## src/rtl/i2c_cfg_slave_pkg.sv

```systemverilog
// Shared definitions for the I2C configuration slave and the level-1b glue block:
// config register layout, register pointer indices and slave FSM encodings.
package i2c_cfg_slave_pkg;

  // Layout of the map/clock-control register as seen by the glue block.
  typedef struct packed {
    logic       map_rom;
    logic       map_ram;
    logic       clk_hs;
    logic [2:0] clk_div;
  } map_cc_t;

  localparam int MAP_CC_DATA_SZ = $bits(map_cc_t);

  localparam logic [MAP_CC_DATA_SZ-1:0] CFG_RESET_VAL = 6'b010000;
  localparam logic [7:0]                ID_VAL        = 8'hB1;

  localparam logic [1:0] REG_CFG     = 2'd0;
  localparam logic [1:0] REG_STATUS  = 2'd1;
  localparam logic [1:0] REG_ID      = 2'd2;
  localparam logic [1:0] REG_SCRATCH = 2'd3;

  typedef enum logic [3:0] {
    ST_IDLE,
    ST_ADDR,
    ST_ADDR_ACK,
    ST_PTR,
    ST_PTR_ACK,
    ST_WDATA,
    ST_WDATA_ACK,
    ST_RDATA,
    ST_RDATA_ACK,
    ST_IGNORE
  } i2c_state_t;

endpackage

```

## src/rtl/i2c_line_filter_m.sv

```systemverilog
// Synchroniser plus glitch filter for one I2C line; emits the filtered level and
// one-cycle rise/fall pulses aligned with the filtered level changing.
module i2c_line_filter_m #(
  parameter int SYNC_STAGES = 2,
  parameter int FILT_CNT    = 3
) (
  input  logic clkin,
  input  logic reset,
  input  logic line_ip,
  output logic line_op,
  output logic rise_op,
  output logic fall_op
);

  localparam int CW = (FILT_CNT > 1) ? $clog2(FILT_CNT) : 1;

  logic [SYNC_STAGES-1:0] sync_p0;
  logic [CW-1:0]          cnt_q;
  logic                   smp;

  assign smp = sync_p0[SYNC_STAGES-1];

  // Idle bus is high, so the filter comes out of reset believing the line is released.
  always_ff @(posedge clkin) begin
    if (reset) begin
      sync_p0 <= '1;
      line_op <= 1'b1;
      cnt_q   <= '0;
      rise_op <= 1'b0;
      fall_op <= 1'b0;
    end else begin
      sync_p0[0] <= line_ip;
      for (int i = 1; i < SYNC_STAGES; i++) sync_p0[i] <= sync_p0[i-1];
      rise_op <= 1'b0;
      fall_op <= 1'b0;
      if (smp == line_op) begin
        cnt_q <= '0;
      end else if (cnt_q == CW'(FILT_CNT - 1)) begin
        line_op <= smp;
        cnt_q   <= '0;
        rise_op <= smp;
        fall_op <= !smp;
      end else begin
        cnt_q <= cnt_q + 1'b1;
      end
    end
  end

endmodule

```

## src/rtl/i2c_cfg_slave_m.sv

```systemverilog
// I2C slave giving an external controller read/write access to the CPLD map and
// clock-control register, a scratch byte, the glue status byte and an ID byte.
module i2c_cfg_slave_m #(
  parameter logic [6:0] I2C_ADDR       = 7'h3A,
  parameter int         SYNC_STAGES    = 2,
  parameter int         FILT_CNT       = 3,
  parameter int         MAP_CC_DATA_SZ = i2c_cfg_slave_pkg::MAP_CC_DATA_SZ,
  parameter logic [MAP_CC_DATA_SZ-1:0] CFG_RESET_VAL = i2c_cfg_slave_pkg::CFG_RESET_VAL,
  parameter logic [7:0] ID_VAL         = i2c_cfg_slave_pkg::ID_VAL
) (
  input  logic                      clkin,
  input  logic                      reset,
  input  logic                      scl_ip,
  input  logic                      sda_ip,
  output logic                      sda_oe_op,
  input  logic [7:0]                status_ip,
  output logic [MAP_CC_DATA_SZ-1:0] cfg_data_op,
  output logic                      cfg_wr_op,
  output logic                      busy_op
);

  import i2c_cfg_slave_pkg::*;

  logic scl_f, scl_rise, scl_fall;
  logic sda_f, sda_rise, sda_fall;

  i2c_line_filter_m #(.SYNC_STAGES(SYNC_STAGES), .FILT_CNT(FILT_CNT)) u_scl_filt (
    .clkin   (clkin),
    .reset   (reset),
    .line_ip (scl_ip),
    .line_op (scl_f),
    .rise_op (scl_rise),
    .fall_op (scl_fall)
  );

  i2c_line_filter_m #(.SYNC_STAGES(SYNC_STAGES), .FILT_CNT(FILT_CNT)) u_sda_filt (
    .clkin   (clkin),
    .reset   (reset),
    .line_ip (sda_ip),
    .line_op (sda_f),
    .rise_op (sda_rise),
    .fall_op (sda_fall)
  );

  i2c_state_t state_q;
  logic [7:0] shift_q;
  logic [7:0] scratch_q;
  logic [7:0] nxt_byte;
  logic [2:0] bit_cnt_q;
  logic [1:0] ptr_q;
  logic       rw_q;
  logic       wr_pend_q;
  logic       start_det;
  logic       stop_det;

  // An scl edge in the same cycle makes an sda edge ordinary data, not a bus condition.
  assign start_det = sda_fall && scl_f && !scl_rise && !scl_fall;
  assign stop_det  = sda_rise && scl_f && !scl_rise && !scl_fall;
  assign nxt_byte  = {shift_q[6:0], sda_f};

  function automatic logic [7:0] rd_byte(input logic [1:0] p);
    case (p)
      REG_CFG:    rd_byte = 8'(cfg_data_op);
      REG_STATUS: rd_byte = status_ip;
      REG_ID:     rd_byte = ID_VAL;
      default:    rd_byte = scratch_q;
    endcase
  endfunction

  always_ff @(posedge clkin) begin
    cfg_wr_op <= 1'b0;
    if (reset) begin
      state_q     <= ST_IDLE;
      sda_oe_op   <= 1'b0;
      cfg_data_op <= CFG_RESET_VAL;
      busy_op     <= 1'b0;
      ptr_q       <= 2'd0;
      bit_cnt_q   <= 3'd0;
      rw_q        <= 1'b0;
      wr_pend_q   <= 1'b0;
      scratch_q   <= 8'd0;
    end else begin
      // Commit lands one cycle after the 8th data sample, once shift_q holds the byte.
      if (wr_pend_q) begin
        wr_pend_q <= 1'b0;
        ptr_q     <= ptr_q + 2'd1;
        case (ptr_q)
          REG_CFG: begin
            cfg_data_op <= shift_q[MAP_CC_DATA_SZ-1:0];
            cfg_wr_op   <= 1'b1;
          end
          REG_SCRATCH: scratch_q <= shift_q;
          default: ;
        endcase
      end

      if (start_det) begin
        state_q   <= ST_ADDR;
        bit_cnt_q <= 3'd0;
        sda_oe_op <= 1'b0;
        busy_op   <= 1'b0;
      end else if (stop_det) begin
        state_q   <= ST_IDLE;
        bit_cnt_q <= 3'd0;
        sda_oe_op <= 1'b0;
        busy_op   <= 1'b0;
      end else begin
        case (state_q)
          ST_IDLE, ST_IGNORE: ;

          ST_ADDR: if (scl_rise) begin
            shift_q   <= nxt_byte;
            bit_cnt_q <= bit_cnt_q + 3'd1;
            if (bit_cnt_q == 3'd7) begin
              bit_cnt_q <= 3'd0;
              if (nxt_byte[7:1] == I2C_ADDR) begin
                state_q <= ST_ADDR_ACK;
                busy_op <= 1'b1;
                rw_q    <= nxt_byte[0];
                shift_q <= rd_byte(ptr_q);
              end else begin
                state_q <= ST_IGNORE;
              end
            end
          end

          // Ack states: first scl fall pulls sda low, the next one ends the ack bit.
          ST_ADDR_ACK: if (scl_fall) begin
            if (bit_cnt_q == 3'd0) begin
              sda_oe_op <= 1'b1;
              bit_cnt_q <= 3'd1;
            end else begin
              bit_cnt_q <= 3'd0;
              if (rw_q) begin
                sda_oe_op <= !shift_q[7];
                state_q   <= ST_RDATA;
              end else begin
                sda_oe_op <= 1'b0;
                state_q   <= ST_PTR;
              end
            end
          end

          ST_PTR: if (scl_rise) begin
            shift_q   <= nxt_byte;
            bit_cnt_q <= bit_cnt_q + 3'd1;
            if (bit_cnt_q == 3'd7) begin
              bit_cnt_q <= 3'd0;
              ptr_q     <= nxt_byte[1:0];
              state_q   <= ST_PTR_ACK;
            end
          end

          ST_PTR_ACK, ST_WDATA_ACK: if (scl_fall) begin
            if (bit_cnt_q == 3'd0) begin
              sda_oe_op <= 1'b1;
              bit_cnt_q <= 3'd1;
            end else begin
              sda_oe_op <= 1'b0;
              bit_cnt_q <= 3'd0;
              state_q   <= ST_WDATA;
            end
          end

          ST_WDATA: if (scl_rise) begin
            shift_q   <= nxt_byte;
            bit_cnt_q <= bit_cnt_q + 3'd1;
            if (bit_cnt_q == 3'd7) begin
              bit_cnt_q <= 3'd0;
              wr_pend_q <= 1'b1;
              state_q   <= ST_WDATA_ACK;
            end
          end

          ST_RDATA: begin
            if (scl_fall) sda_oe_op <= !shift_q[7];
            if (scl_rise) begin
              shift_q   <= {shift_q[6:0], 1'b0};
              bit_cnt_q <= bit_cnt_q + 3'd1;
              if (bit_cnt_q == 3'd7) begin
                bit_cnt_q <= 3'd0;
                state_q   <= ST_RDATA_ACK;
              end
            end
          end

          ST_RDATA_ACK: begin
            if (scl_fall && bit_cnt_q == 3'd0) begin
              sda_oe_op <= 1'b0;
              bit_cnt_q <= 3'd1;
            end else if (scl_rise && bit_cnt_q == 3'd1) begin
              bit_cnt_q <= 3'd0;
              if (!sda_f) begin
                ptr_q   <= ptr_q + 2'd1;
                shift_q <= rd_byte(ptr_q + 2'd1);
                state_q <= ST_RDATA;
              end else begin
                busy_op <= 1'b0;
                state_q <= ST_IGNORE;
              end
            end
          end

          default: state_q <= ST_IDLE;
        endcase
      end
    end
  end

endmodule

```

## config.mk

```make
export PLATFORM = sky130hd
export DESIGN_NAME = i2c_cfg_slave_m
export DESIGN_NICKNAME = d
export VERILOG_FILES = /design/src/rtl/i2c_cfg_slave_pkg.sv /design/src/rtl/i2c_line_filter_m.sv /design/src/rtl/i2c_cfg_slave_m.sv
export SDC_FILE = /design/constraint.sdc
export NUM_CORES = 1
export LEC_CHECK = 0
export BUFFER_PORTS_ARGS = -buffer_cell sky130_fd_sc_hd__buf_2
export CAP_MARGIN = 5
export CORE_ASPECT_RATIO = 0.9
export CORE_UTILIZATION = 45
export CTS_CLUSTER_SIZE = 12
export DETAILED_ROUTE_END_ITERATION = 6
export PLACE_DENSITY = 0.59
export SLEW_MARGIN = 10
export SYNTH_ARGS = -nofsm -noshare
export SYNTH_HDL_FRONTEND = slang
export SYNTH_SLANG_ARGS = --single-unit
```

## constraint.sdc

```tcl
create_clock -name clkin -period 2.75 [get_ports clkin]
set_input_delay 0 -clock clkin [delete_from_list [all_inputs] [get_ports clkin]]
set_output_delay 0 -clock clkin [all_outputs]
set_load 0.005 [all_outputs]
```

==> summary.txt, run 1 <==
Outcome
  – Outcome: finished, final reports clean

Yosys
  – Synth area leaders: dfxtp_1, edfxtp_1, a21oi_1
  – Register area share after synthesis: 37.42%
  – Top-count cell post-synth: dfxtp_1
  – Synthesized area: 2889 um2
  – Ys async rst share: 0%
  – Avg Inst Size Synth: 8.374 um2
  – Number of flops mapped to enable cells by yosys: 8
  – Top FF cell, synth: dfxtp_1
  – Yosys top cell by area: dfxtp_1
  – Synth Warn #: 0
  – Yosys reg bits: 50
  – Library cells used by synthesis: 59
  – Cells after Synth: 345
  – Post-Syn Nets: 368
  – Top cells by count, synth: dfxtp_1, a21oi_1, nand2_1
  – Share of the synthesized area in the top cell type: 29.10%

Worst setup path
  – FF-to-FF setup slack: 0.53 ns
  – CP top delay family: simple AND/OR/NAND/NOR gates
  – Worst r2r path cells: 5
  – CP max stage delay: 0.59 ns
  – Req. time, crit path: 2.80 ns
  – Reg2reg start: shift_q[0]
  – Reg-to-reg endpoint: shift_q[2]
  – Slowest stage cell, crit path: nor4b_1
  – Crit end category: flip-flop
  – Ordered cell list for the critical path: nor4b_1, and3_1, o211ai_1, a21oi_1, o22ai_1
  – Worst path bufs/invs: 0
  – Crit Path Class: flip-flop to flip-flop
  – CP Launch Type: flip-flop
  – CP Max Fanout: 9
  – Worst Path Arrival: 2.27 ns

Die
  – Die area: 6745 um2
  – Chip Width: 86.46 um
  – # rows: 27
  – Number of I/O pins: 21
  – Chip Height: 78.02 um
  – Starting Density: 46.99%
  – CORE AREA: 6148 um2

Routing
  – Routed Wire Length: 7.150 mm
  – Iteration-0 DRC Markers: 257
  – Antenna Nets Post-Route: 0
  – Via/cell ratio: 5.984
  – # DRC: 0
  – Via count: 2,645
  – Per-cell routed wire length: 16.18 um
  – Drt first pass iters: 5

STA
  – Crit path time final: 2.217 ns
  – Fin Hold WS: 0.1564 ns
  – Final Max Slew Viols: 0
  – Worst-margin pin slew: 0.7537 ns
  – RSZ-0062 raised after global routing: false
  – Slew margin rel.: 49.75%
  – Final worst slack: 0.5333 ns
  – Final Hold Fails: 0
  – Crit share post-route: 80.61%
  – Finish-stage setup viols: 0
  – Final Skew: 0.009725 ns
  – Fmax: 451.1 MHz
  – Setup_tns: 0 ns

Final layout
  – Area growth syn-to-layout: 8.012%
  – Diodes inserted: 0
  – Share of cells above drive strength 1: 11.55%
  – NumNets Final: 377
  – Fin area: 3120 um2
  – Final core utilization: 50.75%

Clock network
  – Clock Pin Slew Worst Setup and Hold Paths: 0.10 ns
  – Resize count post-CTS: 0
  – CTS tree: yes
  – Num Clock Sinks: 50
  – Clock Tree Buf Depth: 2
  – H-tree levels: 2
  – Root Driver: clkbuf_8
  – CTS buffer count: 5
  – Clk Latency, worst-skew pair: 0.31 ns

Global routing
  – Number of global-route vias before repair: 2,324
  – Grt total ovfl: 0
  – Largest net degree at the start of global routing: 30
  – GRT Overall Usage: 22.56%
  – Initial antenna violation count: 0
  – First-pass GRT wire length: 12.03 mm

Power
  – PwrDens: 631.8 nW/um2
  – P_leak: 1.092 nW
  – Worst vdd ir: 0.0003161 V

Worst hold path
  – Worst hold start: status_ip[5]
  – Hold Path Depth: 4
  – Hold Crit Class: primary input to flip-flop
  – Hold path endpoint: shift_q[5]

Place
  – Final GP Congestion: 0.8567
  – I/O Buffers: 20
  – Placed instance area: 3017 um2
  – Dpl hpwl: 4.892 mm
  – Place WS: 0.5681 ns

Job
  – Max Cap Viol: 0
==> worst max-delay path by stage <==
stage / startpoint / to / cells past startpoint
floorplan: state_q[2] / shift_q[0] / 5
global placement: state_q[3] / shift_q[5] / 5
detailed placement: shift_q[0] / shift_q[2] / 5
CTS: shift_q[0] / shift_q[2] / 5
global route: shift_q[0] / shift_q[2] / 5
finish: shift_q[0] / shift_q[2] / 5
==> placed cells by master (no fill, tap or decap), types with 3 or more instances in the layout <==
master     n
dfxtp_1   42
a21oi_1   41
nand2_1   32
nor2_1    22
buf_2     20
nand3_1   18
o21ai_0   15
inv_1     13
ha_1      11
edfxtp_1   8
nor3_1     7
a22oi_1    7
mux2i_1    7
or2_2      6
buf_4      6
nand2b_1   5
xnor2_1    5
nor2b_1    5
a311oi_1   5
clkbuf_8   5
a211o_1    4
o211ai_1   4
a211oi_1   4
o22ai_1    4
a221o_1    4
nand3b_1   3
or3_1      3
and3_1     3
o21ai_1    3
==> what timing repair did <==
item / 4_1_cts / 5_1_grt
buffers inserted: 0 / 0
hold buffers: 2 / 0
hold endpoints to repair: 2 / 0
==> area by class of cell <==
class                      instances  area (um2)
clock inverter                     1       7.507
clock buffer                       7       76.32
sequential                        50        1081
multi-input combinational        256        1633
tap                               87       108.9
inverter                          13       48.80
fill                             602        3028
timing repair buffer              28       165.2
==> metrics by stage <==
stage | power [mW] | instances
floorplan | 1.405 | 345
global placement | 1.543 | 432
detailed placement | 1.538 | 432
CTS | 1.977 | 442
global route | 2.100 | 442
finish | 1.972 | 442
==> cells by family (layout without fill, tap and decap cells) <==
group	after synthesis	count (layout)	share of synthesized area, %
simple gates	121	121	22.35
compound gates	110	110	24.82
flops	50	50	37.42
buf+inv	39	49	6.063
fa+ha+maj	12	12	5.110
mux	7	7	2.425
xor+xnor	6	6	1.819
==> report_power, final <==
group	internal (mW)	switching, mW
Clock	0.181	0.252
Combinational	0.278	0.395
Sequential	0.790	0.0757
Total	1.25	0.722
==> metal layers <==
metal  track usage [%]  part of all wire [%]  up-vias
li1                  -                     -     1286
met1             35.93                    50     1246
met2             30.79                    41      103
met3             3.680                   7.9       10
met4             6.000                   1.1        0
met5                 0                     0        -
==> worst min-delay path, stage by stage <==
cell and delay [ns]:
buf_2 0.09, a211o_1 0.11, a21oi_1 0.03, o21ai_1 0.12
==> state kept, by name, summed over array words and instances (netlist names), 2 cells and up <==
| name | flops |
|---|---|
| cfg_data_op | 6 |
| scratch_q | 8 |
| u_scl_filt.cnt_q | 2 |
| u_sda_filt.sync_p0 | 2 |
| ptr_q | 2 |
| u_sda_filt.cnt_q | 2 |
| shift_q | 8 |
| u_scl_filt.sync_p0 | 2 |
| state_q | 4 |
| bit_cnt_q | 3 |
Power figures use the tool's default switching activity.
==> run 2: changes to the inputs <==
--- a/config.mk
+++ b/config.mk
@@ -5,13 +5,14 @@
 export SDC_FILE = /design/constraint.sdc
 export NUM_CORES = 1
 export LEC_CHECK = 0
+export ABC_AREA = 1
 export BUFFER_PORTS_ARGS = -buffer_cell sky130_fd_sc_hd__buf_2
 export CAP_MARGIN = 5
 export CORE_ASPECT_RATIO = 0.9
 export CORE_UTILIZATION = 45
 export CTS_CLUSTER_SIZE = 12
 export DETAILED_ROUTE_END_ITERATION = 6
-export PLACE_DENSITY = 0.59
+export PLACE_DENSITY = 0.62
 export SLEW_MARGIN = 10
 export SYNTH_ARGS = -nofsm -noshare
 export SYNTH_HDL_FRONTEND = slang
==> constraint.sdc (replaced) <==
create_clock -name clkin -period 1.8 [get_ports clkin]
set_input_delay 0 -clock clkin [delete_from_list [all_inputs] [get_ports clkin]]
set_output_delay 0 -clock clkin [all_outputs]
set_load 0.005 [all_outputs]
==> summary.txt, run 2 <==
Power
  – Pint: 2.330 mW
  – P_leak: 1.630 nW
  – Final Power: 3.695 mW
  – Sw frac: 36.93%
  – Clk network pwr share: 22.0%
  – Worst vdd ir: 0.0005009 V
  – Seq pwr share: 36.7%
  – Comb pwr share: 41.3%
  – PwrDens: 1006 nW/um2
  – Switching power: 1.364 mW

Clock network
  – CTS tree: yes
  – Root Driver: clkbuf_8
  – CTS buffer count: 5
  – H-tree levels: 2
  – Num Clock Sinks: 50
  – Clock Pin Slew Worst Setup and Hold Paths: 0.10 ns
  – Clk Latency, worst-skew pair: 0.30 ns
  – Clock Tree Buf Depth: 2

Die
  – Die area: 6674 um2
  – CORE AREA: 6115 um2
  – # rows: 27
  – Chip Height: 77.60 um
  – Starting Density: 46.74%
  – Number of I/O pins: 21
  – Chip Width: 86 um

Yosys
  – Library cells used by synthesis: 37
  – Avg Inst Size Synth: 7.074 um2
  – Top cells by count, synth: nand2_1, nor2_1, inv_1
  – Post-Syn Nets: 427
  – Synth area leaders: dfxtp_1, nand2_1, edfxtp_1
  – Yosys top cell by area: dfxtp_1
  – Top FF cell, synth: dfxtp_1
  – Register area share after synthesis: 37.83%
  – Ys async rst share: 0%
  – Yosys reg bits: 50
  – Cells after Synth: 404
  – Synthesized area: 2858 um2
  – Synth Warn #: 0
  – Share of the synthesized area in the top cell type: 29.42%
  – Number of flops mapped to enable cells by yosys: 8
  – Top-count cell post-synth: nand2_1

Final layout
  – Share of cells above drive strength 1: 26.74%
  – Most common cell after layout, fill and taps aside: nand2_1
  – Diodes inserted: 0
  – NumNets Final: 497
  – Biggest regs: scratch_q (8), shift_q (8), cfg_data_op (6)
  – Final core utilization: 60.04%
  – Most frequent cells in the layout: nand2_1, nor2_1, inv_1, buf_4, dfxtp_1
  – Area growth syn-to-layout: 28.46%

Global routing
  – Grt met1 use: 39.12%
  – Global route hottest layer: met1
  – Largest net degree at the start of global routing: 21
  – GRT Overall Usage: 25.40%
  – Met3 Usage GRT: 4.574%
  – Met2 Usage GRT: 34.84%
  – Grt total ovfl: 0
  – Initial antenna violation count: 0
  – Number of global-route vias before repair: 2,747
  – First-pass GRT wire length: 13.27 mm

Worst setup path
  – CP Max Fanout: 7
  – FF-to-FF setup slack: -0.003 ns
  – Crit Path Class: flip-flop to flip-flop
  – Reg2reg start: bit_cnt_q[0]
  – CP Launch Type: flip-flop
  – Worst Path Arrival: 2.01 ns
  – Crit end category: flip-flop
  – Worst r2r path cells: 12
  – Req. time, crit path: 2.00 ns
  – Reg-to-reg endpoint: state_q[1]

STA
  – Setup_tns: -0.003119 ns
  – RSZ-0062 raised after global routing: true
  – Finish-stage setup viols: 1
  – Final Skew: 0.007810 ns
  – Crit share post-route: 100.2%
  – Final worst slack: -0.003119 ns
  – Worst-margin pin slew: 0.3925 ns
  – Crit path time final: 1.803 ns
  – Final Max Slew Viols: 0
  – Fin Hold WS: 0.04134 ns
  – Final Hold Fails: 0
  – Fmax: 554.6 MHz
  – Slew margin rel.: 73.81%

Routing
  – Drt first pass iters: 5
  – Antenna Nets Post-Route: 0
  – Routed Wire Length: 7.929 mm
  – Iteration-0 DRC Markers: 257
  – Per-cell routed wire length: 14.11 um
  – # DRC: 0
  – Via/cell ratio: 5.270
  – Via count: 2,962

Outcome
  – Outcome: finished, violations left
  – Failing checks: negative setup slack

Place
  – Dpl hpwl: 5.811 mm
  – I/O Buffers: 20
  – Final GP Congestion: 0.9423
  – Place WS: -0.1895 ns

Worst hold path
  – Hold Crit Class: primary input to flip-flop
  – Hold path endpoint: cfg_wr_op
  – Hold Path Depth: 3
  – Worst hold start: reset

Job
  – Max Cap Viol: 0
[run 2: cell count changes in the layout (fill, tap and decap cells not counted), moves of 7 or more]
cell	before	now
nor2_1	22	52
nand2_2	0	9
inv_1	13	45
o211ai_1	4	11
buf_4	6	45
a21oi_1	41	23
a22oi_1	7	0
nand2_1	32	84
o21ai_0	15	27
[run 2: critical path, stage by stage, from the launching register on]
cell	delay, ns
dfxtp_2	0.35
buf_4	0.12
ha_4	0.14
ha_4	0.16
inv_6	0.05
nand2_2	0.06
nor2_1	0.05
nor2_1	0.10
nand3_1	0.10
nor2_2	0.17
nand2_4	0.13
nor3_2	0.20
nor2_1	0.07
[run 2: cells by family after synthesis]
kind of cell,share of synthesized area (%)
xor gates and xnor gates,0.6131
DFF,37.83
buffers and inverters,8.056
AOI/OAI and AO/OA,16.90
muxes,0.7006
and+or+nand+nor,31.09
adders and majority gates,4.816
[run 2: routing by layer]
| layer | up-vias | part of all wire, % | routed length, um |
|---|---|---|---|
| met3 | 16 | 7.8 | 622 |
| met1 | 1337 | 49 | 3913 |
| met4 | 0 | 2.0 | 155 |
| met2 | 125 | 41 | 3236 |
| li1 | 1484 | - | - |
| met5 | - | 0 | 0 |
[run 2: final cells by class]
class                           instances  area (um2)
Timing Repair Buffer                   69       489.2
Sequential cell                        50        1090
Fill cell                             548        2444
Tap cell                               87       108.9
Inverter                               51       198.9
Multi-Input combinational cell        297        1672
Clock inverter                          3       43.79
Clock buffer                            5       68.82
[run 2: repair_timing]
action / in CTS / in global routing
gates resized for setup: 13 / 27
pin swaps: 2 / 9
hold buffers: 2 / 0
endpoints found under the setup margin: 20 / 23
setup buffers: 2 / 1
hold endpoints to repair: 2 / 0
[run 2: stage by stage]
| stage | instances | area [um2] |
|---|---|---|
| finish | 562 | 3671 |
| global route | 562 | 3671 |
| CTS | 561 | 3548 |
| detailed placement | 549 | 3363 |
| global placement | 549 | 3363 |
| floorplan | 404 | 2863 |
[run 2: power by group through the flow]
stage	Sequential (mW)	Combinational, mW	Clock, mW
floorplan	1.36	0.860	0
global placement	1.37	1.32	0
detailed placement	1.37	1.33	0
CTS	1.35	1.38	0.835
global route	1.37	1.71	0.879
finish	1.36	1.53	0.812
[run 2: how the worst max path moves through the flow]
| stage | start | end | slack [ns] | cells past startpoint |
|---|---|---|---|---|
| CTS | bit_cnt_q[0] | state_q[3] | 0.03 | 13 |
| detailed placement | bit_cnt_q[0] | state_q[3] | -0.19 | 13 |
| global placement | bit_cnt_q[0] | shift_q[2] | -0.13 | 8 |
| floorplan | bit_cnt_q[0] | shift_q[0] | 0.06 | 7 |
| finish | bit_cnt_q[0] | state_q[1] | -0.003 | 12 |
| global route | bit_cnt_q[0] | state_q[1] | -0.06 | 12 |
